==> src/rtl/riscv_pkg.sv <==
// Shared types and constants for the RISC-V pipeline front end.
package riscv_pkg;

   localparam int unsigned XLEN = 32;
   localparam int unsigned ILEN = 32;

   // addi x0, x0, 0
   localparam logic [ILEN-1:0] INSTR_NOP = 32'h0000_0013;

   // One fetched instruction together with the PC it was fetched from.
   typedef struct packed {
      logic [XLEN-1:0] pc;
      logic [ILEN-1:0] instr;
   } fetch_entry_t;

   // Force an address onto a 4-byte boundary.
   function automatic logic [XLEN-1:0] word_align(input logic [XLEN-1:0] addr);
      return {addr[XLEN-1:2], 2'b00};
   endfunction

endpackage

==> src/rtl/fetch_queue.sv <==
// Parameterised in-order synchronous FIFO with flush; head is shown from registers.
// Depth must be a power of two so the pointers wrap naturally.
module fetch_queue #(
   parameter int unsigned Width = 64,
   parameter int unsigned Depth = 4
) (
   input  logic                       clk_i,
   input  logic                       rst_ni,
   input  logic                       flush_i,
   input  logic                       push_i,
   input  logic [Width-1:0]           data_i,
   input  logic                       pop_i,
   output logic [Width-1:0]           head_o,
   output logic [$clog2(Depth):0]     count_o
);

   localparam int unsigned AddrW = $clog2(Depth);
   localparam int unsigned CntW  = AddrW + 1;

   typedef logic [AddrW-1:0] ptr_t;
   typedef logic [CntW-1:0]  cnt_t;

   localparam cnt_t DepthCnt = cnt_t'(Depth);

   logic [Width-1:0] mem_q [Depth];
   ptr_t             wr_ptr_q, wr_ptr_d;
   ptr_t             rd_ptr_q, rd_ptr_d;
   cnt_t             count_q, count_d;
   logic             do_push, do_pop;

   // Pointer/count update; a pop frees the slot a same-cycle push may use when full.
   always_comb begin
      do_pop   = pop_i && (count_q != '0);
      do_push  = push_i && ((count_q != DepthCnt) || do_pop);
      wr_ptr_d = wr_ptr_q;
      rd_ptr_d = rd_ptr_q;
      count_d  = count_q;
      if (flush_i) begin
         wr_ptr_d = '0;
         rd_ptr_d = '0;
         count_d  = '0;
      end else begin
         if (do_push) wr_ptr_d = wr_ptr_q + ptr_t'(1);
         if (do_pop)  rd_ptr_d = rd_ptr_q + ptr_t'(1);
         count_d = count_q + cnt_t'(do_push) - cnt_t'(do_pop);
      end
   end

   // Pointer and occupancy registers.
   always_ff @(posedge clk_i or negedge rst_ni) begin
      if (!rst_ni) begin
         wr_ptr_q <= '0;
         rd_ptr_q <= '0;
         count_q  <= '0;
      end else begin
         wr_ptr_q <= wr_ptr_d;
         rd_ptr_q <= rd_ptr_d;
         count_q  <= count_d;
      end
   end

   // Storage; cleared on reset so the head reads as zero until written.
   always_ff @(posedge clk_i or negedge rst_ni) begin
      if (!rst_ni) begin
         for (int unsigned i = 0; i < Depth; i++) begin
            mem_q[i] <= '0;
         end
      end else if (do_push && !flush_i) begin
         mem_q[wr_ptr_q] <= data_i;
      end
   end

   assign head_o  = mem_q[rd_ptr_q];
   assign count_o = count_q;

endmodule

==> src/rtl/riscv_fetch_unit.sv <==
// Instruction fetch front end: sequential PC generation, imem request/response
// handling, an in-order fetch queue toward decode, and redirect with stale-beat drop.
// Optional macro FETCH_PERF_EN adds saturating pop / dropped-response counters.
module riscv_fetch_unit
   import riscv_pkg::*;
#(
   parameter int unsigned     Depth   = 4,
   parameter logic [XLEN-1:0] ResetPc = '0
) (
   input  logic            clk_i,
   input  logic            rst_ni,
   output logic            imem_req_valid_o,
   input  logic            imem_req_ready_i,
   output logic [XLEN-1:0] imem_addr_o,
   input  logic            imem_rsp_valid_i,
   input  logic [XLEN-1:0] imem_rsp_data_i,
   input  logic            redirect_valid_i,
   input  logic [XLEN-1:0] redirect_pc_i,
   output logic            if_valid_o,
   input  logic            if_ready_i,
   output logic [XLEN-1:0] if_pc_o,
   output logic [XLEN-1:0] if_instr_o
`ifdef FETCH_PERF_EN
   ,
   output logic [31:0]     perf_fetched_o,
   output logic [31:0]     perf_flushed_o
`endif
);

   localparam int unsigned CntW = $clog2(Depth) + 1;

   typedef logic [CntW-1:0] cnt_t;

   localparam logic [CntW:0] DepthSum = (CntW + 1)'(Depth);

   logic [XLEN-1:0] pc_q, pc_d;
   cnt_t            inflight_q, inflight_d;
   cnt_t            drop_q, drop_d;
   logic            en_q;

   cnt_t            q_count, tag_count;
   fetch_entry_t    q_head, q_wdata;
   logic [XLEN-1:0] tag_head;
   logic [CntW:0]   occupancy;
   logic            req_fire, rsp_take, rsp_drop, rsp_keep, q_push, q_pop;

   // Request only when queued plus outstanding words still fit in the queue.
   always_comb begin
      occupancy        = {1'b0, q_count} + {1'b0, inflight_q};
      imem_req_valid_o = en_q && !redirect_valid_i && (occupancy < DepthSum);
   end

   assign imem_addr_o = pc_q;
   assign req_fire    = imem_req_valid_o && imem_req_ready_i;
   // Tag FIFO occupancy tracks outstanding requests; a response with none is ignored.
   assign rsp_take    = imem_rsp_valid_i && (tag_count != '0);
   assign rsp_drop    = rsp_take && (drop_q != '0);
   assign rsp_keep    = rsp_take && (drop_q == '0);
   assign q_push      = rsp_keep && !redirect_valid_i;
   assign q_pop       = if_valid_o && if_ready_i && !redirect_valid_i;
   assign q_wdata     = '{pc: tag_head, instr: imem_rsp_data_i};

   // PC, outstanding-count and drop-count next state; redirect has priority.
   always_comb begin
      pc_d       = pc_q;
      inflight_d = inflight_q;
      drop_d     = drop_q;
      if (redirect_valid_i) begin
         pc_d       = word_align(redirect_pc_i);
         // inflight already includes beats still marked for drop, so every
         // request left outstanding after this cycle is stale.
         inflight_d = inflight_q - cnt_t'(rsp_take);
         drop_d     = inflight_d;
      end else begin
         if (req_fire) pc_d = pc_q + XLEN'(4);
         inflight_d = inflight_q + cnt_t'(req_fire) - cnt_t'(rsp_take);
         if (rsp_drop) drop_d = drop_q - cnt_t'(1);
      end
   end

   // Fetch state registers; en_q holds off requests for the first cycle out of reset.
   always_ff @(posedge clk_i or negedge rst_ni) begin
      if (!rst_ni) begin
         pc_q       <= ResetPc;
         inflight_q <= '0;
         drop_q     <= '0;
         en_q       <= 1'b0;
      end else begin
         pc_q       <= pc_d;
         inflight_q <= inflight_d;
         drop_q     <= drop_d;
         en_q       <= 1'b1;
      end
   end

   fetch_queue #(
      .Width ($bits(fetch_entry_t)),
      .Depth (Depth)
   ) u_fetch_q (
      .clk_i   (clk_i),
      .rst_ni  (rst_ni),
      .flush_i (redirect_valid_i),
      .push_i  (q_push),
      .data_i  (q_wdata),
      .pop_i   (q_pop),
      .head_o  (q_head),
      .count_o (q_count)
   );

   // PC tags of outstanding requests, popped by every response (kept or dropped).
   fetch_queue #(
      .Width (XLEN),
      .Depth (Depth)
   ) u_tag_q (
      .clk_i   (clk_i),
      .rst_ni  (rst_ni),
      .flush_i (1'b0),
      .push_i  (req_fire),
      .data_i  (pc_q),
      .pop_i   (rsp_take),
      .head_o  (tag_head),
      .count_o (tag_count)
   );

   assign if_valid_o = (q_count != '0);
   assign if_pc_o    = q_head.pc;
   assign if_instr_o = q_head.instr;

`ifdef FETCH_PERF_EN
   logic [31:0] perf_fetched_q, perf_flushed_q;

   // Saturating counters of words delivered to decode and stale beats discarded.
   always_ff @(posedge clk_i or negedge rst_ni) begin
      if (!rst_ni) begin
         perf_fetched_q <= '0;
         perf_flushed_q <= '0;
      end else begin
         if (q_pop && (perf_fetched_q != '1))    perf_fetched_q <= perf_fetched_q + 32'd1;
         if (rsp_drop && (perf_flushed_q != '1)) perf_flushed_q <= perf_flushed_q + 32'd1;
      end
   end

   assign perf_fetched_o = perf_fetched_q;
   assign perf_flushed_o = perf_flushed_q;
`endif

endmodule
==> config.mk <==
export PLATFORM = sky130hd
export DESIGN_NAME = riscv_fetch_unit
export DESIGN_NICKNAME = d
export VERILOG_FILES = /design/src/rtl/riscv_pkg.sv /design/src/rtl/fetch_queue.sv /design/src/rtl/riscv_fetch_unit.sv
export SDC_FILE = /design/constraint.sdc
export NUM_CORES = 1
export LEC_CHECK = 0
export CAP_MARGIN = 20
export CORE_ASPECT_RATIO = 1.75
export CORE_MARGIN = 2
export CORE_UTILIZATION = 40
export DETAILED_ROUTE_END_ITERATION = 16
export SYNTH_ARGS = -nofsm -noshare
export SYNTH_HDL_FRONTEND = slang
export SYNTH_HIERARCHICAL = 1
export SYNTH_SLANG_ARGS = --single-unit
==> constraint.sdc <==
create_clock -name clk_i -period 2.8 [get_ports clk_i]
set_input_delay 0.28 -clock clk_i [delete_from_list [all_inputs] [get_ports clk_i]]
set_output_delay 0.28 -clock clk_i [all_outputs]
set_load 0.02 [all_outputs]
# Word-level counts from Yosys, hierarchy flattened
# Index checks and enable logic that the tools add are counted.
# Widths: inputs -> output; s select.
# word_totals
ff_bits	437
latch_bits	0
mem_bits_rw	0
rom_bits	0
input_bits	70
out_inout_bits	98
wordCells	94
n_memories	0
# classes
add_sub_neg	14
mul	0
div_mod_pow	0
order_cmp	7
eq_ne	2
n_shift	0
muxes	22
bitwise_logic	4
reduce_logical	27
# ops
op	count
$bwmux 256	1
$mux 64	3
$mux 32	5
$bmux 64 s2	1
$bwmux 128	1
$demux 64 s2	1
$bmux 32 s2	1
$demux 32 s2	1
$add 32x3->32 const B	1
$logic_and 1x1->1	16
$ge 3x3->1 const B	4
$mux 3	4
$not 2->3	4
$sub 3x1->3	4
$add 3x1->3	3
$reduce_bool 3->1	3
$add 2x1->2 const B	4
$mux 2	4
$reduce_bool 2->1	4
$lt 3x1->1 const B	2
$ne 3x3->1 const B	2
$add 3x3->4	1
$lt 4x3->1 const B	1
$logic_not 3->1	1
3 further kinds	4

# Depth between registers and ports, before layout
# Gate-level depths: netlist of the first run.
# logic_depth
word_depth	9
mapped_depth	14
mapped_depth_nobuf	13

# Hierarchy
# Netlist of the first run, hierarchy kept.
# by_module_without_submodules
module	instances	cells_each	area_each_um2	seq_area_each_um2
fetch_queue at u_fetch_q	1	661	12206.7	6581.3
fetch_queue at u_tag_q	1	355	5941.9	3378.2
riscv_fetch_unit	1	277	2421.1	925.9

# Worst setup path after synthesis of the first run
# Ideal clock, no wire load.
# synth_timing
path_kind	reg-to-reg
from	register u_fetch_q.count_q[1] (netlist: u_fetch_q/count_o[1])
to	register u_fetch_q.count_q[2] (netlist: u_fetch_q/count_o[2])
setup_ns	0.087
t_arrival_ns	3.048
required_ns	2.713
setup_slack_ns	-0.334
stages_incl_launch_ff	13
n_path_buf	0
period_less_slack_ns	3.134
path_cell_list	dfrtp_1 > or3_1 > and3b_1 > nor4b_4 > nand2b_1 > ha_1 > inv_1 > ha_1 > inv_1 > fa_1 > xor2_1 > and2_1 > nor3_1
# synth_via
elab_chain_len	9
elab_cells_between_ends	10
cone_classes	add/sub: 2; eq/ne: 1; mux: 1; reduce/logical: 6
# synth_rtl
element	line_no	source
start: declaration	fetch_queue.sv:28	cnt_t count_q, count_d;
start signal: assignment	fetch_queue.sv:58	count_q <= count_d;
$reduce_bool 3->1 (*)	riscv_fetch_unit.sv:125	assign if_valid_o = (q_count != '0);
named net if_valid_o	riscv_fetch_unit.sv:19	output logic if_valid_o,
$logic_and 1x1->1 (*) (2 in a row)	riscv_fetch_unit.sv:60	assign q_pop = if_valid_o && if_ready_i && !redirect_valid_i;
named net q_pop	riscv_fetch_unit.sv:45	logic req_fire, rsp_take, rsp_drop, rsp_keep, q_push, q_pop;
$logic_and 1x1->1 (*)	fetch_queue.sv:33	do_pop = pop_i && (count_q != '0);
$logic_or 1x1->1	fetch_queue.sv:34	do_push = push_i && ((count_q != DepthCnt) || do_pop);
$logic_and 1x1->1	fetch_queue.sv:34	
$add 3x1->3	fetch_queue.sv:45	count_d = count_q + cnt_t'(do_push) - cnt_t'(do_pop);
$sub 3x1->3 (*)	fetch_queue.sv:45	
$mux 3 (*)	fetch_queue.sv:38	if (flush_i) begin
named net u_fetch_q.count_d[2]	fetch_queue.sv:28	
# The timed path passes the listed nets; every way through them passes the cells marked *.
# A chain may end at the register's enable or synchronous reset.

# Final worst setup path of the first run
# layout_timing
from	register u_fetch_q.rd_ptr_q[0]
to	output port if_pc_o[25]
# layout_via
elab_chain_len	4
# layout_rtl
element	line_no	source
start: declaration	fetch_queue.sv:27	ptr_t rd_ptr_q, rd_ptr_d;
start signal: assignment	fetch_queue.sv:57	rd_ptr_q <= rd_ptr_d;
$not 2->3 (not written as such)	fetch_queue.sv:73	assign head_o = mem_q[rd_ptr_q];
$bmux 64 s2	fetch_queue.sv:73	
$mux 64 (not written as such) (2 in a row)	fetch_queue.sv:73	
end: declaration	riscv_fetch_unit.sv:21	output logic [XLEN-1:0] if_pc_o,
# Every way passes these cells. The select of a mux whose other input is x is not followed.

==> results of run 1 <==
## per-layer routing
| metal | GRT usage (%) | vias up | routed length [um] |
|---|---|---|---|
| met5 | 0 | - | 0 |
| met4 | 5.785 | 0 | 1290 |
| met3 | 2.024 | 82 | 1483 |
| met2 | 32.12 | 265 | 24860 |
| met1 | 23.10 | 6358 | 19780 |
| li1 | - | 5242 | - |
## cell usage after synthesis, types with 7 or more instances
cell type	instances	area share, %
nand3_1	23	0.56
buf_2	29	0.71
mux2_2	202	11
mux4_2	96	11
buf_1	7	0.13
nor4bb_1	7	0.34
o211ai_1	12	0.44
nor2_1	25	0.46
clkbuf_1	19	0.35
o21ai_0	22	0.54
nand2b_1	7	0.21
nand4_1	14	0.43
xor2_1	7	0.30
inv_1	26	0.47
dfrtp_1	435	53
ha_1	21	1.3
o311ai_0	8	0.34
buf_6	18	0.99
mux2_4	180	13
nand2_1	37	0.68
## logic make-up (layout without fill, tap and decap cells)
group,count (synthesis),count (layout),share of synthesized area [%]
buffers and inverters,106,357,2.877
multiplexers,485,485,35.07
XOR/XNOR,11,11,0.4684
adder cells (fa/ha/maj),24,24,1.569
flip-flops,435,435,52.92
AO/OA/AOI/OAI,66,66,2.220
other,2,15,0.03651
AND/OR/NAND/NOR,164,164,4.836
## sequential cells by signal (all words and copies together), names as in the netlist
signal and count:
u_tag_q/mem_q 128, inflight_q 3, u_fetch_q/rd_ptr_q 2, u_tag_q/rd_ptr_q 2
u_tag_q/wr_ptr_q 2, u_fetch_q/count_o 3, drop_q 3, u_fetch_q/wr_ptr_q 2
u_tag_q/count_o 3, imem_addr_o 30, en_q 1, u_fetch_q/mem_q 256
## report_power, final
part           switching, mW  internal (mW)  leakage, nW  total (mW)
clock                   2.53           3.57        0.728        6.10
sequential             0.431           6.88         5.94        7.31
combinational           1.49           1.72         4.73        3.21
## how the worst max path moves through the flow
| stage | startpoint | to | slack (ns) | depth (start not counted) |
|---|---|---|---|---|
| after detailed placement | u_fetch_q/count_o[2] | u_tag_q/count_o[2] | 0.006 | 13 |
| after global placement | imem_rsp_valid_i | u_fetch_q/count_o[2] | 0.02 | 14 |
| after CTS | u_fetch_q/count_o[2] | u_tag_q/count_o[2] | 0.003 | 13 |
| final | u_fetch_q/rd_ptr_q[0] | if_pc_o[25] | 0.08 | 3 |
| after floorplan | u_fetch_q/count_o[1] | u_fetch_q/count_o[2] | -0.15 | 12 |
| after global routing | u_fetch_q/count_o[2] | u_fetch_q/count_o[2] | -0.04 | 12 |
## what timing repair did
action / CTS / global route
setup buffers: 3 / 4
setup endpoints to repair: 45 / 9
pin swaps: 0 / 3
hold endpoints to repair: 79 / 0
resized for setup: 12 / 6
hold buffers: 1 / 0
## per-stage QoR
stage | TNS, ns | setup slack [ns] | instance area (um^2) | cells | power (mW)
floorplan | -0.2924 | -0.1479 | 20700 | 1306 | 9.210
global placement | 0 | 0.02070 | 23670 | 2142 | 10.55
detailed placement | 0 | 0.006062 | 23670 | 2142 | 10.66
CTS | 0 | 0.002629 | 25190 | 2225 | 16.86
global route | -0.03995 | -0.03995 | 25260 | 2229 | 17.36
finish | 0 | 0.07732 | 25260 | 2229 | 16.61
## cell type report
type / count / share of cell area (%)
clock buffer: 61 / 4.929
tap: 672 / 3.329
multi-input combinational: 765 / 36.99
clock inverter: 18 / 0.9313
sequential: 435 / 43.14
timing repair buffer: 251 / 10.28
inverter: 27 / 0.4012
## worst reg2reg max path, delay by kind of cell (launching register included)
family,cells,cell delay [ns]
AND/OR/NAND/NOR,6,1.32
adder cells (fa/ha/maj),3,0.63
flip-flops,1,0.44
XOR/XNOR,1,0.15
buffers and inverters,2,0.09
## cells in the final DEF, fill, tap and decap left out, types with 4 or more instances in the layout
master	netlist	layout
a21oi_1	5	5
a221o_1	5	5
and2_1	6	6
buf_12	0	24
buf_4	6	60
bufinv_16	0	5
clkbuf_1	19	9
clkbuf_16	0	44
clkbuf_8	0	8
clkdlybuf4s50_1	0	152
clkinv_2	0	9
conb_1	2	15
dfrtp_1	435	430
dlygate4sd2_1	0	8
ha_1	21	16
ha_4	0	5
inv_1	26	22
inv_2	1	5
mux2_1	4	4
mux2_2	202	202
mux2_4	180	180
mux4_2	96	96
nand2_1	37	37
nand2b_1	7	5
nand3_1	23	23
nand3b_1	5	5
nand4_1	14	14
nor2_1	25	25
nor2b_1	6	6
nor4bb_4	0	5
o211ai_1	12	12
o21ai_0	22	22
o311ai_0	8	8
or3_1	6	5
xnor2_1	4	4
xor2_1	7	7
==> metrics.md, run 1 <==
| Metric | Value |
|---|---|
| Global-route wire length before repair | 76360 um |
| Launch point of the worst hold path | redirect_valid_i |
| Number of endpoints failing setup at the final stage | 0 |
| Core area | 0.05120 mm^2 |
| Sink Count | 435 |
| Total wire length | 47420 um |
| Longest Clk Path Bufs | 3 |
| Antenna viol nets, final | 0 |
| Worst setup path class | register to primary output |
| Reg2reg start | u_fetch_q/count_o[2] |
| Element type at the critical path end | primary output |
| RD Place Congestion | 0.7736 |
| Post-layout nets | 1617 |
| Number of synthesized flops with an enable pin | 0 |
| Worst min-delay path category | input pin to register |
| Share of cells above drive strength 1 | 43.67% |
| Worst-case vdd ir drop | 0.0004383 V |
| Drt drc | 0 |
| Source-to-sink clock delay at the later pin of the worst-skew pair | 0.57 ns |
| Synth Area per Inst | 15.91 um^2 |
| Power density over the cells | 657.7 mW/mm^2 |
| Footprint of the flip-flops and latches | 0.01090 mm^2 |
| Count of final hold-check violations | 0 |
| Number of vias after detailed routing | 11950 |
| Post-CTS clock slew at the launch and capture registers of the worst setup and hold paths | 0.07 ns |
| CP Max Fanout | 6 |
| Crit-path slowest cell | clkdlybuf4s50_1 |
| Routed via count divided by cell count | 5.360 |
| Post-synth top flop | dfrtp_1 |
| Die footprint | 0.05333 mm^2 |
| H-tree levels | 2 |
| Largest net degree at the start of global routing | 90 |
| Vertical die dimension | 304.0 um |
| Number of global-route vias before repair | 13200 |
| Relative slew margins | 48.04% |
| Slew @ Worst Pin | 0.7794 ns |
| Data required time at the worst endpoint | 2.52 ns |
| Initial core utilization | 40.18% |
| Count of buffers inserted at the top-level ports | 163 |
| Gate count of the mapped netlist | 1293 |
| Post-layout utilization of the core | 49.33% |
| Unrepaired setup endpoints after global routing | yes |
| Clock root cell | clkbuf_16 |
| Depth of the worst register-to-register path | 12 |
| Width of the die | 175.4 um |
| Antenna diode instance count | 0 |
| Per-cell routed wire length | 21.27 um |
| Outcome | finished clean |
| Max capacitance violation total | 0 |
| Share of the cycle needed by the critical path after routing | 97.24% |
| All-layer global routing usage | 18.13% |
| Initial antenna violation count | 0 |
| Nature of the critical path startpoint | register |
| Seq/Total Area, Yosys | 52.92% |
| Total of flip-flops plus latches after synthesis | 435 |
| Total global routing overflow | 0 |
| Number of rows in the core area | 110 |
| Hold Worst Slack | 0.1678 ns |
| Warnings, synthesis | 6 |
| Period minus WS final | 2.723 ns |
| Slowest Stage Delay on Critical Path | 0.61 ns |
| Hold Path Sink | u_fetch_q/count_o[0] |
| Fillers | 4437 |
| Fraction of registers with async set or reset after synthesis | 100.0% |
| Initial DRC count | 614 |
| CTS Buf Count | 43 |
| Area occupied by multi-input gates | 0.009343 mm^2 |
| Cell-by-cell listing of the critical path | buf_4, mux4_2, clkdlybuf4s50_1 |
| Synth unique cells | 57 |
| Worst setup skew after layout | 0.02198 ns |
| Synth-to-layout area growth | 22.79% |
| Ports placed on the boundary | 168 |
| Highest achievable clock rate | 367.3 MHz |
| Arr. time, crit path | 2.44 ns |
| Pins Over Slew Limit | 0 |
| Combined area of all synthesized cells | 0.02057 mm^2 |
| Buffers plus inverters on the worst setup path | 2 |
| Worst R2R End | u_fetch_q/count_o[2] |
| Worst reg-to-reg setup slack | 0.09 ns |
| First-pass iteration count of the detailed router | 4 |
| Top Family by Delay on Critical Path | buffers and inverters |
| Instance count along the most critical hold path | 3 |
| Detail Placement HPWL | 31090 um |
| Leak pwr | 11.40 nW |
| Clock tree from TritonCTS | done |
No activity file was read; power rests on OpenSTA's default activity.
==> run 2: changes to the inputs <==
Settings changed: CORE_UTILIZATION 40 to 30, CTS_CLUSTER_DIAMETER set to 150.
==> run 2 against run 1 <==
Fmax down 0.82%. Largest cell class unchanged. Die area up 33%. Worst hold slack worse by 0.059 ns. Count of clock-buffer cells in the layout down 1. Highest routed layer unchanged. Critical path depth unchanged. Final cell count up 11%.
==> metrics.md, run 2 (same netlist as run 1, synthesis figures left out) <==
| Metric | Value |
|---|---|
| Data required time at the worst endpoint | 2.52 ns (about the same) |
| Number of global-route vias before repair | 13240 (+0.33%) |
| Worst setup skew after layout | 0.01803 ns (-0.003958 ns) |
| Power density over the cells | 654.1 mW/mm^2 (-0.55%) |
| Element type at the critical path end | primary output |
| Worst setup path class | register to primary output |
| Final WS setup | 0.05485 ns (-0.02247 ns) |
| First-pass iteration count of the detailed router | 4 (unchanged) |
| Count of final hold-check violations | 0 (unchanged) |
| Post-layout utilization of the core | 37.79% (-12 points) |
| Pins Over Slew Limit | 0 (unchanged) |
| Detail Placement HPWL | 33990 um (+9.3%) |
| Vertical die dimension | 350.4 um (+15%) |
| Clock root cell | clkbuf_16 |
| Post-CTS clock slew at the launch and capture registers of the worst setup and hold paths | 0.07 ns (about the same) |
| Total wire length | 51100 um (+7.8%) |
| Leak pwr | 12.02 nW (+5.4%) |
| Nature of the critical path startpoint | register |
| Worst setup path endpoint | if_pc_o[14] |
| Worst min-delay path category | input pin to register |
| Unrepaired setup endpoints after global routing | yes |
| Design Area, Final | 0.02576 mm^2 (+2.0%) |
| Commonest cells after routing, fill and taps aside | dfrtp_1, mux2_2, mux2_4 |
| Hold Worst Slack | 0.1092 ns (-0.05862 ns) |
| Most common cell after layout, fill and taps aside | dfrtp_1 |
| Total global routing overflow | 0 (unchanged) |
| Power after layout | 16.85 mW (+1.4%) |
| Initial core utilization | 30.17% (-10 points) |
| Source-to-sink clock delay at the later pin of the worst-skew pair | 0.60 ns (+0.03 ns) |
| Longest Clk Path Bufs | 3 (unchanged) |
| Number of rows in the core area | 127 (+15%) |
| Ports placed on the boundary | 168 (unchanged) |
| Antenna viol nets, final | 0 (unchanged) |
| Largest net degree at the start of global routing | 82 (-8.9%) |
| Share of the cycle needed by the critical path after routing | 98.04% (+0.80 points) |
| Worst R2R End | u_fetch_q/count_o[2] |
| Clock tree from TritonCTS | done |
| Routed via count divided by cell count | 4.826 (-10%) |
| Flip-flop count of the largest register, all copies and words added | 256 (unchanged) |
| Core area | 0.06817 mm^2 (+33%) |
| H-tree levels | 2 (unchanged) |
| Per-cell routed wire length | 20.69 um (-2.8%) |
| CTS Buf Count | 45 (+4.7%) |
| All-layer global routing usage | 14.59% (-3.5 points) |
| Highest achievable clock rate | 364.3 MHz (-0.82%) |
| Max capacitance violation total | 0 (unchanged) |
| Number of placed instances, taps included | 2377 (+11%) |
| Sink Count | 435 (unchanged) |
| Reg2reg start | u_fetch_q/count_o[2] |
| Period minus WS final | 2.745 ns (+0.02247 ns) |
| CP Max Fanout | 22 (+16) |
| Worst-case vdd ir drop | 0.0004073 V (-7.1%) |
| Post-layout nets | 1624 (+0.43%) |
| Number of vias after detailed routing | 11920 (-0.23%) |
| Fillers | 6301 (+42%) |
| Drt drc | 0 (unchanged) |
| Share of cells above drive strength 1 | 44.38% (+0.71 points) |
| Worst reg-to-reg setup slack | 0.09 ns (about the same) |
| Worst slack, placed | -0.2763 ns (-0.2824 ns) |
| Synth-to-layout area growth | 25.24% |
| Relative slew margins | 55.79% (+7.8 points) |
| Count of buffers inserted at the top-level ports | 163 (unchanged) |
| Instance count along the most critical hold path | 3 (unchanged) |
| RD Place Congestion | 0.8017 (+3.6%) |
| CP Launch Point | u_fetch_q/rd_ptr_q[0] |
| Width of the die | 201.9 um (+15%) |
| Initial antenna violation count | 2 (+2) |
| Final total negative setup slack | 0 ns (unchanged) |
| Outcome | finished clean |
| Arr. time, crit path | 2.47 ns (+0.03 ns) |
| Register bank with the most flops | u_fetch_q/mem_q |
| Dpl cell area | 0.02400 mm^2 (+1.4%) |
| Initial DRC count | 550 (-10%) |
| Die footprint | 0.07076 mm^2 (+33%) |
| Final Non-Filler Cells | 2470 (+11%) |
| Global-route wire length before repair | 80080 um (+4.9%) |
| Number of endpoints failing setup at the final stage | 0 (unchanged) |
| Slew @ Worst Pin | 0.6631 ns (-0.1163 ns) |
| Depth of the worst register-to-register path | 12 (unchanged) |
run 2: power breakdown:
part / internal, mW / leakage [nW] / switching [mW]
Combinational: 1.67 / 5.33 / 1.53
Sequential: 6.88 / 5.95 / 0.424
Clock: 3.64 / 0.746 / 2.71
run 2: routing by layer:
metal  global-route usage (%)  part of all wire [%]  vias up
met5                        0                     0        -
met4                    5.282                   3.1        0
met3                    2.053                   3.3       79
met2                    26.33                    52      251
met1                    17.65                    41     6335
li1                         -                     -     5255
run 2: how the worst min path moves through the flow:
| stage | end | startpoint | slack, ns |
|---|---|---|---|
| 6_report | u_fetch_q/rd_ptr_q[0] | redirect_valid_i | 0.11 |
| 5_1_grt | u_fetch_q/rd_ptr_q[0] | redirect_valid_i | 0.11 |
| 4_1_cts | u_fetch_q/rd_ptr_q[0] | redirect_valid_i | 0.07 |
| 3_5_place_dp | u_fetch_q/mem_q[28] | rst_ni | 0.32 |
| 3_3_place_gp | u_fetch_q/mem_q[89] | rst_ni | 0.31 |
| 2_1_floorplan | drop_q[0] | rst_ni | -0.02 |
run 2: critical path, stage by stage (launching register included):
cell and delay, ns:
dfrtp_4 0.51, buf_12 0.24, mux4_2 0.54, clkdlybuf4s50_1 0.56
run 2: area by class of cell:
class / count / area [um^2] / area share, %
antenna: 1 / 2.502 / 0.009713
clock buffer: 60 / 1252 / 4.862
clock inverter: 23 / 289.0 / 1.122
inverter: 27 / 101.3 / 0.3934
multi-input combinational: 765 / 9384 / 36.43
sequential: 435 / 10900 / 42.29
tap: 903 / 1130 / 4.386
timing repair buffer: 256 / 2708 / 10.51
run 2: what timing repair did:
item,4_1_cts,5_1_grt
gates resized for setup,38,37
setup buffers,4,3
pin swaps,2,7
endpoints found under the setup margin,51,46
gates cloned,1,0
hold endpoints to repair,68,0
hold buffers,1,0
